$ cat src/rtl/execute_stage.sv
// Execute stage: operand forwarding, single-cycle ALU, iterative shift-add
// multiplier, branch compare, and the execute/memory pipeline register.
//
// state  | meaning
// S_IDLE | no multiply in flight; a mul presented here is latched and stalls
// S_BUSY | shift-add iterations, one multiplier bit per cycle
// S_DONE | accumulator holds the product; E/M captures it this edge
module execute_stage #(
  parameter int N = 32,
  parameter int M = 4,
  parameter int L = 3
) (
  input  logic         clk,
  input  logic         rst,
  input  logic         flush_M,
  input  logic         regw_E,
  input  logic         memw_E,
  input  logic         regmem_E,
  input  logic         ALUope_E,
  input  logic         branch_E,
  input  logic [4:0]   op_code_E,
  input  logic [L-1:0] ALUctrl_E,
  input  logic [M-1:0] regScr_E,
  input  logic [M-1:0] regAE,
  input  logic [M-1:0] regBE,
  input  logic [N-1:0] regA_E,
  input  logic [N-1:0] regB_E,
  input  logic [N-1:0] inm_E,
  input  logic         regw_M_i,
  input  logic [M-1:0] regScr_M_i,
  input  logic [N-1:0] ALUres_M_i,
  input  logic         regw_W,
  input  logic [M-1:0] regScr_W,
  input  logic [N-1:0] result_W,
  output logic         stall_E,
  output logic         branch_taken_E,
  output logic [N-1:0] branch_target_E,
  output logic         regw_M,
  output logic         memw_M,
  output logic         regmem_M,
  output logic [4:0]   op_code_M,
  output logic [M-1:0] regScr_M,
  output logic [N-1:0] ALUres_M,
  output logic [N-1:0] wdata_M
);

  localparam int CW = $clog2(N);

  localparam logic [L-1:0] OP_ADD = L'(0);
  localparam logic [L-1:0] OP_SUB = L'(1);
  localparam logic [L-1:0] OP_AND = L'(2);
  localparam logic [L-1:0] OP_OR  = L'(3);
  localparam logic [L-1:0] OP_XOR = L'(4);
  localparam logic [L-1:0] OP_SLL = L'(5);
  localparam logic [L-1:0] OP_SRL = L'(6);
  localparam logic [L-1:0] OP_MUL = L'(7);

  typedef enum logic [1:0] {
    S_IDLE,
    S_BUSY,
    S_DONE
  } mul_state_t;

  mul_state_t    state;
  logic [N-1:0]  mcand;
  logic [N-1:0]  mplr;
  logic [N-1:0]  acc;
  logic [CW-1:0] cnt;

  logic [N-1:0]  fwd_a;
  logic [N-1:0]  fwd_b;
  logic [N-1:0]  alu_b;
  logic [N-1:0]  alu_res;

  // M-stage result is newer than W, so it wins when both match
  always_comb begin
    fwd_a = regA_E;
    if (regw_M_i && (regScr_M_i == regAE))
      fwd_a = ALUres_M_i;
    else if (regw_W && (regScr_W == regAE))
      fwd_a = result_W;

    fwd_b = regB_E;
    if (regw_M_i && (regScr_M_i == regBE))
      fwd_b = ALUres_M_i;
    else if (regw_W && (regScr_W == regBE))
      fwd_b = result_W;
  end

  assign alu_b = ALUope_E ? inm_E : fwd_b;

  always_comb begin
    alu_res = '0;
    case (ALUctrl_E)
      OP_ADD:  alu_res = fwd_a + alu_b;
      OP_SUB:  alu_res = fwd_a - alu_b;
      OP_AND:  alu_res = fwd_a & alu_b;
      OP_OR:   alu_res = fwd_a | alu_b;
      OP_XOR:  alu_res = fwd_a ^ alu_b;
      OP_SLL:  alu_res = fwd_a << alu_b[4:0];
      OP_SRL:  alu_res = fwd_a >> alu_b[4:0];
      OP_MUL:  alu_res = acc;
      default: alu_res = '0;
    endcase
  end

  assign branch_taken_E  = branch_E & (fwd_a == fwd_b);
  assign branch_target_E = inm_E;

  // The latch cycle in IDLE must already stall, so this cannot be registered
  assign stall_E = (state == S_BUSY) ||
                   ((state == S_IDLE) && (ALUctrl_E == OP_MUL));

  always_ff @(posedge clk or negedge rst) begin
    if (!rst) begin
      state <= S_IDLE;
      mcand <= '0;
      mplr  <= '0;
      acc   <= '0;
      cnt   <= '0;
    end else begin
      case (state)
        S_IDLE: begin
          if (ALUctrl_E == OP_MUL) begin
            mcand <= fwd_a;
            mplr  <= alu_b;
            acc   <= '0;
            cnt   <= '0;
            state <= S_BUSY;
          end
        end
        S_BUSY: begin
          if (mplr[0])
            acc <= acc + mcand;
          mcand <= mcand << 1;
          mplr  <= mplr >> 1;
          cnt   <= cnt + 1'b1;
          if (cnt == CW'(N - 1))
            state <= S_DONE;
        end
        S_DONE: begin
          state <= S_IDLE;
        end
        default: begin
          state <= S_IDLE;
        end
      endcase
    end
  end

  always_ff @(posedge clk or negedge rst) begin
    if (!rst) begin
      regw_M    <= 1'b0;
      memw_M    <= 1'b0;
      regmem_M  <= 1'b0;
      op_code_M <= '0;
      regScr_M  <= '0;
      ALUres_M  <= '0;
      wdata_M   <= '0;
    end else if (stall_E || flush_M) begin
      regw_M    <= 1'b0;
      memw_M    <= 1'b0;
      regmem_M  <= 1'b0;
      op_code_M <= '0;
      regScr_M  <= '0;
      ALUres_M  <= '0;
      wdata_M   <= '0;
    end else begin
      regw_M    <= regw_E;
      memw_M    <= memw_E;
      regmem_M  <= regmem_E;
      op_code_M <= op_code_E;
      regScr_M  <= regScr_E;
      ALUres_M  <= alu_res;
      wdata_M   <= fwd_b;
    end
  end

endmodule

$ cat config.mk
export PLATFORM = sky130hd
export DESIGN_NAME = execute_stage
export DESIGN_NICKNAME = d
export VERILOG_FILES = /design/src/rtl/execute_stage.sv
export SDC_FILE = /design/constraint.sdc
export NUM_CORES = 1
export LEC_CHECK = 0
export CAP_MARGIN = 20
export CORE_MARGIN = 2
export CORE_UTILIZATION = 35
export DETAILED_ROUTE_END_ITERATION = 6
export PLACE_DENSITY_LB_ADDON = 0.15
export SYNTH_ARGS = -nofsm -noshare
export SYNTH_HDL_FRONTEND = slang
export SYNTH_SLANG_ARGS = --single-unit
$ cat constraint.sdc
create_clock -name clk -period 2.8 [get_ports clk]
set_input_delay 0.28 -clock clk [delete_from_list [all_inputs] [get_ports clk]]
set_output_delay 0.28 -clock clk [all_outputs]
set_load 0.03 [all_outputs]
==> results of run 1 <==
## timing repair
action,CTS,global route
pin swaps,138,180
hold endpoints to repair,52,0
cloned,3,5
endpoints found under the setup margin,151,131
setup buffers,80,69
hold buffers,1,0
resized for setup,361,312
## flip-flops by register name, indices dropped and copies added (netlist names), 4 cells and up
register and count:
ALUres_M 32, acc 32, mcand 32, mplr 32, wdata_M 32, cnt 5, op_code_M 5, regScr_M 4
## synth_stat cells, types with 14 or more instances
| library cell | count | area, um^2 |
|---|---|---|
| o21a_1 | 14 | 105.1 |
| nor3_1 | 125 | 625.6 |
| dfrtp_1 | 179 | 4479 |
| inv_1 | 110 | 412.9 |
| nand2b_1 | 20 | 125.1 |
| a211oi_1 | 42 | 315.3 |
| o21ai_1 | 28 | 140.1 |
| a21oi_1 | 242 | 1211 |
| ha_1 | 130 | 1627 |
| nand2_1 | 132 | 495.5 |
| nand3_1 | 76 | 380.4 |
| buf_1 | 16 | 60.06 |
| a21o_1 | 41 | 307.8 |
| buf_2 | 38 | 190.2 |
| xor2_1 | 42 | 367.9 |
| a222oi_1 | 27 | 270.3 |
| a31oi_1 | 61 | 381.6 |
| a22oi_1 | 26 | 195.2 |
| clkbuf_1 | 91 | 341.6 |
| and2_1 | 61 | 381.6 |
| buf_4 | 43 | 322.8 |
| mux2i_1 | 69 | 690.7 |
| a311oi_1 | 22 | 192.7 |
| o21ai_0 | 183 | 915.9 |
| a221oi_1 | 37 | 324.1 |
| nor2_1 | 148 | 555.5 |
| buf_6 | 14 | 157.7 |
| xnor2_1 | 91 | 797.0 |
## critical path: cells and delay by family
kind,cells,cell delay [ps]
simple gates,5,680
xor+xnor,3,550
fa+ha+maj,2,410
compound gates,9,2060
buf+inv,6,780
## power breakdown
| part | switching [W] | leakage [nW] | internal [W] |
|---|---|---|---|
| sequential | 0.000611 | 2.42 | 0.00326 |
| clock | 0.00145 | 0.309 | 0.00125 |
| combinational | 0.00656 | 11.8 | 0.00534 |
## layout make-up
cell class	count	share of cell area (%)
Clock buffer	17	1.323
Inverter	114	1.377
Antenna cell	2	0.01556
Tap cell	688	2.676
Clock inverter	15	0.6691
Sequential cell	179	13.93
Timing Repair Buffer	1195	33.53
Multi-Input combinational cell	1848	46.48
## final timing paths
path / startpoint / to / slack, ps / cells after the start
max: regBE[2] / ALUres_M[27]$_DFF_PN0_ / -1620 / 25
min: rst / op_code_M[0]$_DFF_PN0_ / 320 / 2
max reg2reg: mcand[0]$_DFFE_PN0P_ / acc[28]$_DFFE_PN0P_ / -160 / 13
min reg2reg: mplr[13]$_DFFE_PN0P_ / mplr[13]$_DFFE_PN0P_ / 480 / 1
max in group asynchronous: rst / cnt[4]$_DFFE_PN0P_ / 1760 / 3
min in group clk: regw_E / regw_M$_DFF_PN0_ / 330 / 2
## routing by layer
metal / up-vias / GRT usage (%)
li1: 10680 / -
met1: 12010 / 54.45
met2: 1473 / 64.95
met3: 336 / 9.326
met4: 6 / 19.58
met5: - / 0
## stage by stage
step	utilization [%]	setup slack (ps)	std cells	setup TNS (ps)	hold WS (ps)
finish	61.33	-1623	4058	-37270	319.8
global route	61.33	-1865	4058	-42650	340.8
CTS	57.58	-1494	4000	-35310	307.7
detailed placement	52.70	-2895	3900	-164430	306.9
global placement	52.70	-2813	3900	-164370	300.6
floorplan	-	-1800	2344	-36350	-15.59
## layout by cell type, fill, tap and decap left out, types with 13 or more instances in the layout
cell and instances:
a211oi_1 35, a21o_1 41, a21oi_1 189, a21oi_2 44, a221oi_1 32, a222oi_1 27
a22oi_1 26, a31oi_1 41, a31oi_2 14, a31oi_4 15, and2_1 58, buf_12 42
buf_4 758, buf_6 73, buf_8 14, clkbuf_16 22, clkdlybuf4s50_1 281, dfrtp_1 179
ha_1 118, inv_1 100, mux2i_1 58, nand2_1 120, nand2b_1 20, nand3_1 71
nor2_1 126, nor2_4 17, nor3_1 95, nor3_2 17, nor3_4 17, o21a_1 14
o21ai_0 134, o21ai_1 46, o21ai_2 22, xnor2_1 57, xnor2_2 22, xnor2_4 13
xor2_1 36
## cells by family (layout without fill, tap and decap cells)
family / count (synthesis) / count (layout) / share of synthesized area [%]
AOI/OAI and AO/OA: 862 / 862 / 30.61
and+or+nand+nor: 636 / 636 / 16.95
buffers and inverters: 317 / 1341 / 8.137
DFF: 179 / 179 / 24.22
xor gates and xnor gates: 134 / 134 / 6.385
adders and majority gates: 132 / 132 / 9.010
muxes: 84 / 84 / 4.687
other: 0 / 2 / 0
==> summary.txt, run 1 <==
STA
  • Max Freq: 226.1 MHz
  • Final setup fails: 35
  • RSZ-0062 raised after global routing: true
  • Clock Skew: 15.59 ps
  • Final Max Slew Viols: 0
  • Final period util: 158.0%
  • Setup ws final: -1623 ps
  • Max transition margin: 46.88%
  • Hold Fails Final Rpt: 0
  • Post-layout min period: 4423 ps
  • Transition time at the pin with the least slew margin: 796.8 ps

Synthesis
  • Syn_area_per_cell: between 7 and 8 um^2
  • Seq cells post-synth: 179
  • Primary FF master, synth: dfrtp_1
  • Post-synth EDFFs: 0
  • Post-Syn Instances: 2344
  • Mapped Area: ~0.018 mm^2
  • Sequential-to-total area share from yosys stat: between 20 and 25%
  • Synth warn: 0
  • Ys async rst share: 100.0%
  • Post-synth cell types: 96
  • Net count after synthesis: about 2.7k

Die
  • Die W: approximately 230 um
  • # IOs: just over 300
  • Initial Util: 35.27%
  • Die height: 233.9 um
  • Die area: 0.05470 mm^2
  • Core footprint: between 0.05 and 0.06 mm^2
  • # rows: 84

GRT
  • First-pass GRT wire length: 163300 um
  • Number of global-route vias before repair: 23.69k
  • GRT Overall Usage: roughly 42%
  • Gr ovfl total: 0
  • Antenna violations before repair: 5
  • Largest net degree at the start of global routing: just over 70

Layout
  • Post-Layout Inst Area: 0.03217 mm^2
  • Area Overhead vs Synth: 73.89%
  • Fin nets: 3685
  • Filler cells: 4598
  • FF/Latch Area: around 0.0045 mm^2
  • Area taken by multi-input logic gates: 0.01495 mm^2
  • Share of cells above drive strength 1: about 40%

Critical path
  • Crit path max-delay cell type: o311ai_4
  • CP max stage delay: 370 ps
  • CP Launch Type: input port
  • Worst EP required: 3160 ps
  • WP data arrival: 4790 ps
  • Most frequent CP cell: buf_6
  • CP endpoint kind: flop
  • Worst Path Max Fanout: 8
  • Critical path class: input port to flop

Pwr
  • PwrDens: 574.1 mW/mm^2
  • Post-layout power: 0.01847 W
  • Peak VDD IR: 981.1 uV
  • Static leakage: 14.51 nW

Route
  • DR top layer: met5
  • Post-route ant nets: 0
  • DRT Pass-1 Iters: 7
  • Met3 Routed Length: 11930 um
  • Met2 Wirelength: 51770 um
  • Detailed-routing wirelength on met1: between 40000 and 50000 um
  • Initial DRC count: 2790
  • Via density per instance: about 6
  • Routed len/inst: 29.00 um
  • Final WL: ~120000 um
  • Drc violations: 11
  • Via Count: 24.50k

Placed design
  • Gp weighted congestion: around 1
  • HPWL Detailed: roughly 91000 um
  • Cell Area, Placed: 0.02764 mm^2
  • IO buf count: 307

Clock network
  • CTS buffer count: 17
  • CTS tree: built
  • Clock Tree Buf Depth: 2
  • H-tree depth: 4
  • TritonCTS Sinks: around 180
  • Clk Latency, worst-skew pair: 510 ps
  • CTS Root Cell: clkbuf_16
  • Clk slew on worst S/H paths: 90 ps

Outcome
  • Failing checks: design-rule violations, negative setup slack
  • Outcome: complete, but fails checks

Job
  • Max Cap Violations: 0

Min path
  • Worst Hold Class: input port to asynchronous set/reset pin
Note: power is estimated with default switching activity, not from simulation.
==> inputs of run 2 (changes only) <==
Settings changed: SLEW_MARGIN from default to 30.
==> summary.txt, run 2 (synthesis results as in run 1) <==
Route
  • Post-route ant nets: 0 (unchanged)
  • Drc violations: 27 (+16)
  • Final WL: 116600 um (-0.96%)
  • DR top layer: met4
  • Via density per instance: 5.997 (-0.67%)
  • Routed len/inst: 28.84 um (-0.55%)
  • Met2 Wirelength: 51280 um (-0.94%)
  • Initial DRC count: 2787 (-0.11%)
  • Detailed-routing wirelength on met1: 47680 um (+1.4%)
  • DRT Pass-1 Iters: 7 (unchanged)
  • Via Count: 24.23k (-1.1%)
  • Met3 Routed Length: 11160 um (-6.4%)

Layout
  • Fin cells: 4041 (-0.42%)
  • Most frequent cells in the layout: 768 x buf_4, 281 x clkdlybuf4s50_1, 200 x a21oi_1
  • Commonest non-fill, non-tap cell in the layout: buf_4
  • Share of cells above drive strength 1: 37.85% (-1.8 points)
  • Area Overhead vs Synth: 70.40%
  • Filler cells: 4646 (+1.0%)
  • Post-Layout Inst Area: 0.03152 mm^2 (-2.0%)
  • Fin nets: 3664 (-0.57%)

Pwr
  • Gate power share: 63.8% (-0.6 points)
  • Clock power frac: 14.9% (+0.3 points)
  • Peak VDD IR: 981.6 uV (about the same)
  • Reg power frac: 21.3% (+0.4 points)
  • Static leakage: 14.30 nW (-1.5%)
  • Psw: 0.008435 W (-2.1%)
  • Sw Share: 46.56% (-0.10 points)
  • Internal Power: 0.009683 W (-1.7%)
  • PwrDens: 574.8 mW/mm^2 (+0.13%)

STA
  • Final setup fails: 38 (+8.6%)
  • Final Max Slew Viols: 0 (unchanged)
  • Post-layout min period: 4398 ps (-25.65 ps)
  • Clock Skew: 15.19 ps (-0.4008 ps)
  • Max Freq: 227.4 MHz (+0.58%)
  • Setup TNS Final: -38200 ps (-928.7 ps)
  • Hold Fails Final Rpt: 0 (unchanged)
  • Transition time at the pin with the least slew margin: 863.6 ps (+66.79 ps)
  • Setup ws final: -1598 ps (+25.65 ps)
  • Final period util: 157.1% (-0.92 points)
  • Hold_ws: 321.6 ps (+1.715 ps)
  • RSZ-0062 raised after global routing: true
  • Max transition margin: 42.16% (-4.7 points)

Placed design
  • Gp weighted congestion: 1.005 (unchanged)
  • HPWL Detailed: 90750 um (+0.20%)
  • Cell Area, Placed: 0.02765 mm^2 (about the same)
  • Dpl ws: -2726 ps (+168.2 ps)
  • IO buf count: 307 (unchanged)
  • Placed Cells: 3900 (unchanged)

Die
  • Initial Util: 35.27% (unchanged)
  • # IOs: 308 (unchanged)
  • Die area: 0.05470 mm^2 (unchanged)
  • # rows: 84 (unchanged)
  • Core footprint: 0.05245 mm^2 (unchanged)
  • Die height: 233.9 um (unchanged)
  • Die W: 233.9 um (unchanged)

Min path
  • Worst Hold Class: input port to asynchronous set/reset pin

Critical path
  • CP Launch Type: input port
  • Worst EP required: 3200 ps (+40 ps)
  • Critical path class: input port to flop
  • CP endpoint kind: flop
  • Crit path from: regBE[3]
  • Worst Path Max Fanout: 6 (-2)
  • WP data arrival: 4800 ps (about the same)
  • Reg2Reg Launch Point: mcand[0]$_DFFE_PN0P_
  • R2R cell count: 13 (unchanged)

GRT
  • First-pass GRT wire length: 164800 um (+0.90%)
  • Largest net degree at the start of global routing: 58 (-18%)
  • Antenna violations before repair: 4 (-1)
  • GRT Overall Usage: 42.08% (+0.48 points)
  • Number of global-route vias before repair: 23.77k (+0.34%)
  • Gr ovfl total: 0 (unchanged)

Outcome
  • Failing checks: design-rule violations, negative setup slack
  • Outcome: complete, but fails checks

Clock network
  • Clk slew on worst S/H paths: 100 ps (about the same)
  • TritonCTS Sinks: 179 (unchanged)
  • H-tree depth: 4 (unchanged)
  • CTS buffer count: 17 (unchanged)
  • Clock Tree Buf Depth: 2 (unchanged)
  • CTS tree: built
  • Clk Latency, worst-skew pair: 500 ps (about the same)
  • CTS Root Cell: clkbuf_16

Job
  • Max Cap Violations: 0 (unchanged)
==> run 2: cell count changes in the layout (fill, tap and decap cells not counted), moves of 8 or more <==
cell     before  now
buf_6        73   46
o21ai_1      46   62
a21oi_1     189  200
buf_4       758  768
a21oi_2      44   36
==> run 2: worst max-delay path, stage by stage <==
cell,delay [ps]
buf_8,110
buf_6,120
xnor2_4,150
nand3_4,140
or2_4,280
buf_12,150
a311oi_4,360
nor2_4,80
ha_4,180
nand4_1,100
buf_6,140
buf_4,120
nand2_4,50
xnor2_4,150
ha_4,220
a211o_1,300
o311ai_4,380
o31ai_4,110
a31o_4,240
o211ai_1,250
o21ai_2,160
a211oi_2,290
xor2_1,170
nand2_1,70
and3_1,190
==> run 2: per-layer routing <==
| layer | up-vias | track usage (%) |
|---|---|---|
| met2 | 1319 | 65.17 |
| met3 | 280 | 9.874 |
| li1 | 10630 | - |
| met4 | 0 | 20.49 |
| met1 | 12010 | 54.98 |
| met5 | - | 0 |
==> run 2: stage by stage <==
step / util [%] / total power [W]
floorplan: - / 0.008785
global placement: 52.70 / 0.01369
detailed placement: 52.71 / 0.01386
CTS: 58.35 / 0.01739
global route: 60.08 / 0.01895
finish: 60.10 / 0.01812
==> run 2: power by group through the flow <==
stage / registers (W) / clock network, W / logic (W)
after floorplan: 0.00386 / 0 / 0.00492
after global placement: 0.00384 / 0 / 0.00985
after detailed placement: 0.00387 / 0 / 0.00999
after CTS: 0.00382 / 0.00275 / 0.0108
after global routing: 0.00391 / 0.00282 / 0.0122
final: 0.00385 / 0.00270 / 0.0116
==> run 2: layout make-up <==
class | instances | area, um^2 | area share [%]
inverter | 114 | 437.9 | 1.389
timing repair buffer | 1174 | 10490 | 33.28
clock buffer | 17 | 425.4 | 1.350
antenna | 6 | 15.01 | 0.04763
clock inverter | 15 | 210.2 | 0.6669
tap | 688 | 860.8 | 2.731
sequential | 179 | 4479 | 14.21
multi-input combinational | 1848 | 14600 | 46.33
==> run 2: path summary, 6_finish.rpt <==
check / to / slack, ps
worst max register to register: acc[28]$_DFFE_PN0P_ / -210
worst min register to register: mplr[13]$_DFFE_PN0P_ / 480
max in group asynchronous: mplr[3]$_DFFE_PN0P_ / 1750
min in group clk: regw_M$_DFF_PN0_ / 340
worst min-delay path: regw_M$_DFF_PN0_ / 320
worst max-delay path: ALUres_M[29]$_DFF_PN0_ / -1600
==> run 2: repair_timing <==
item	CTS	global route
hold buffers	1	0
pin swaps	137	102
endpoints found under the hold margin	52	0
buffers inserted	74	39
cloned	7	0
resized for setup	426	144
endpoints found under the setup margin	158	52
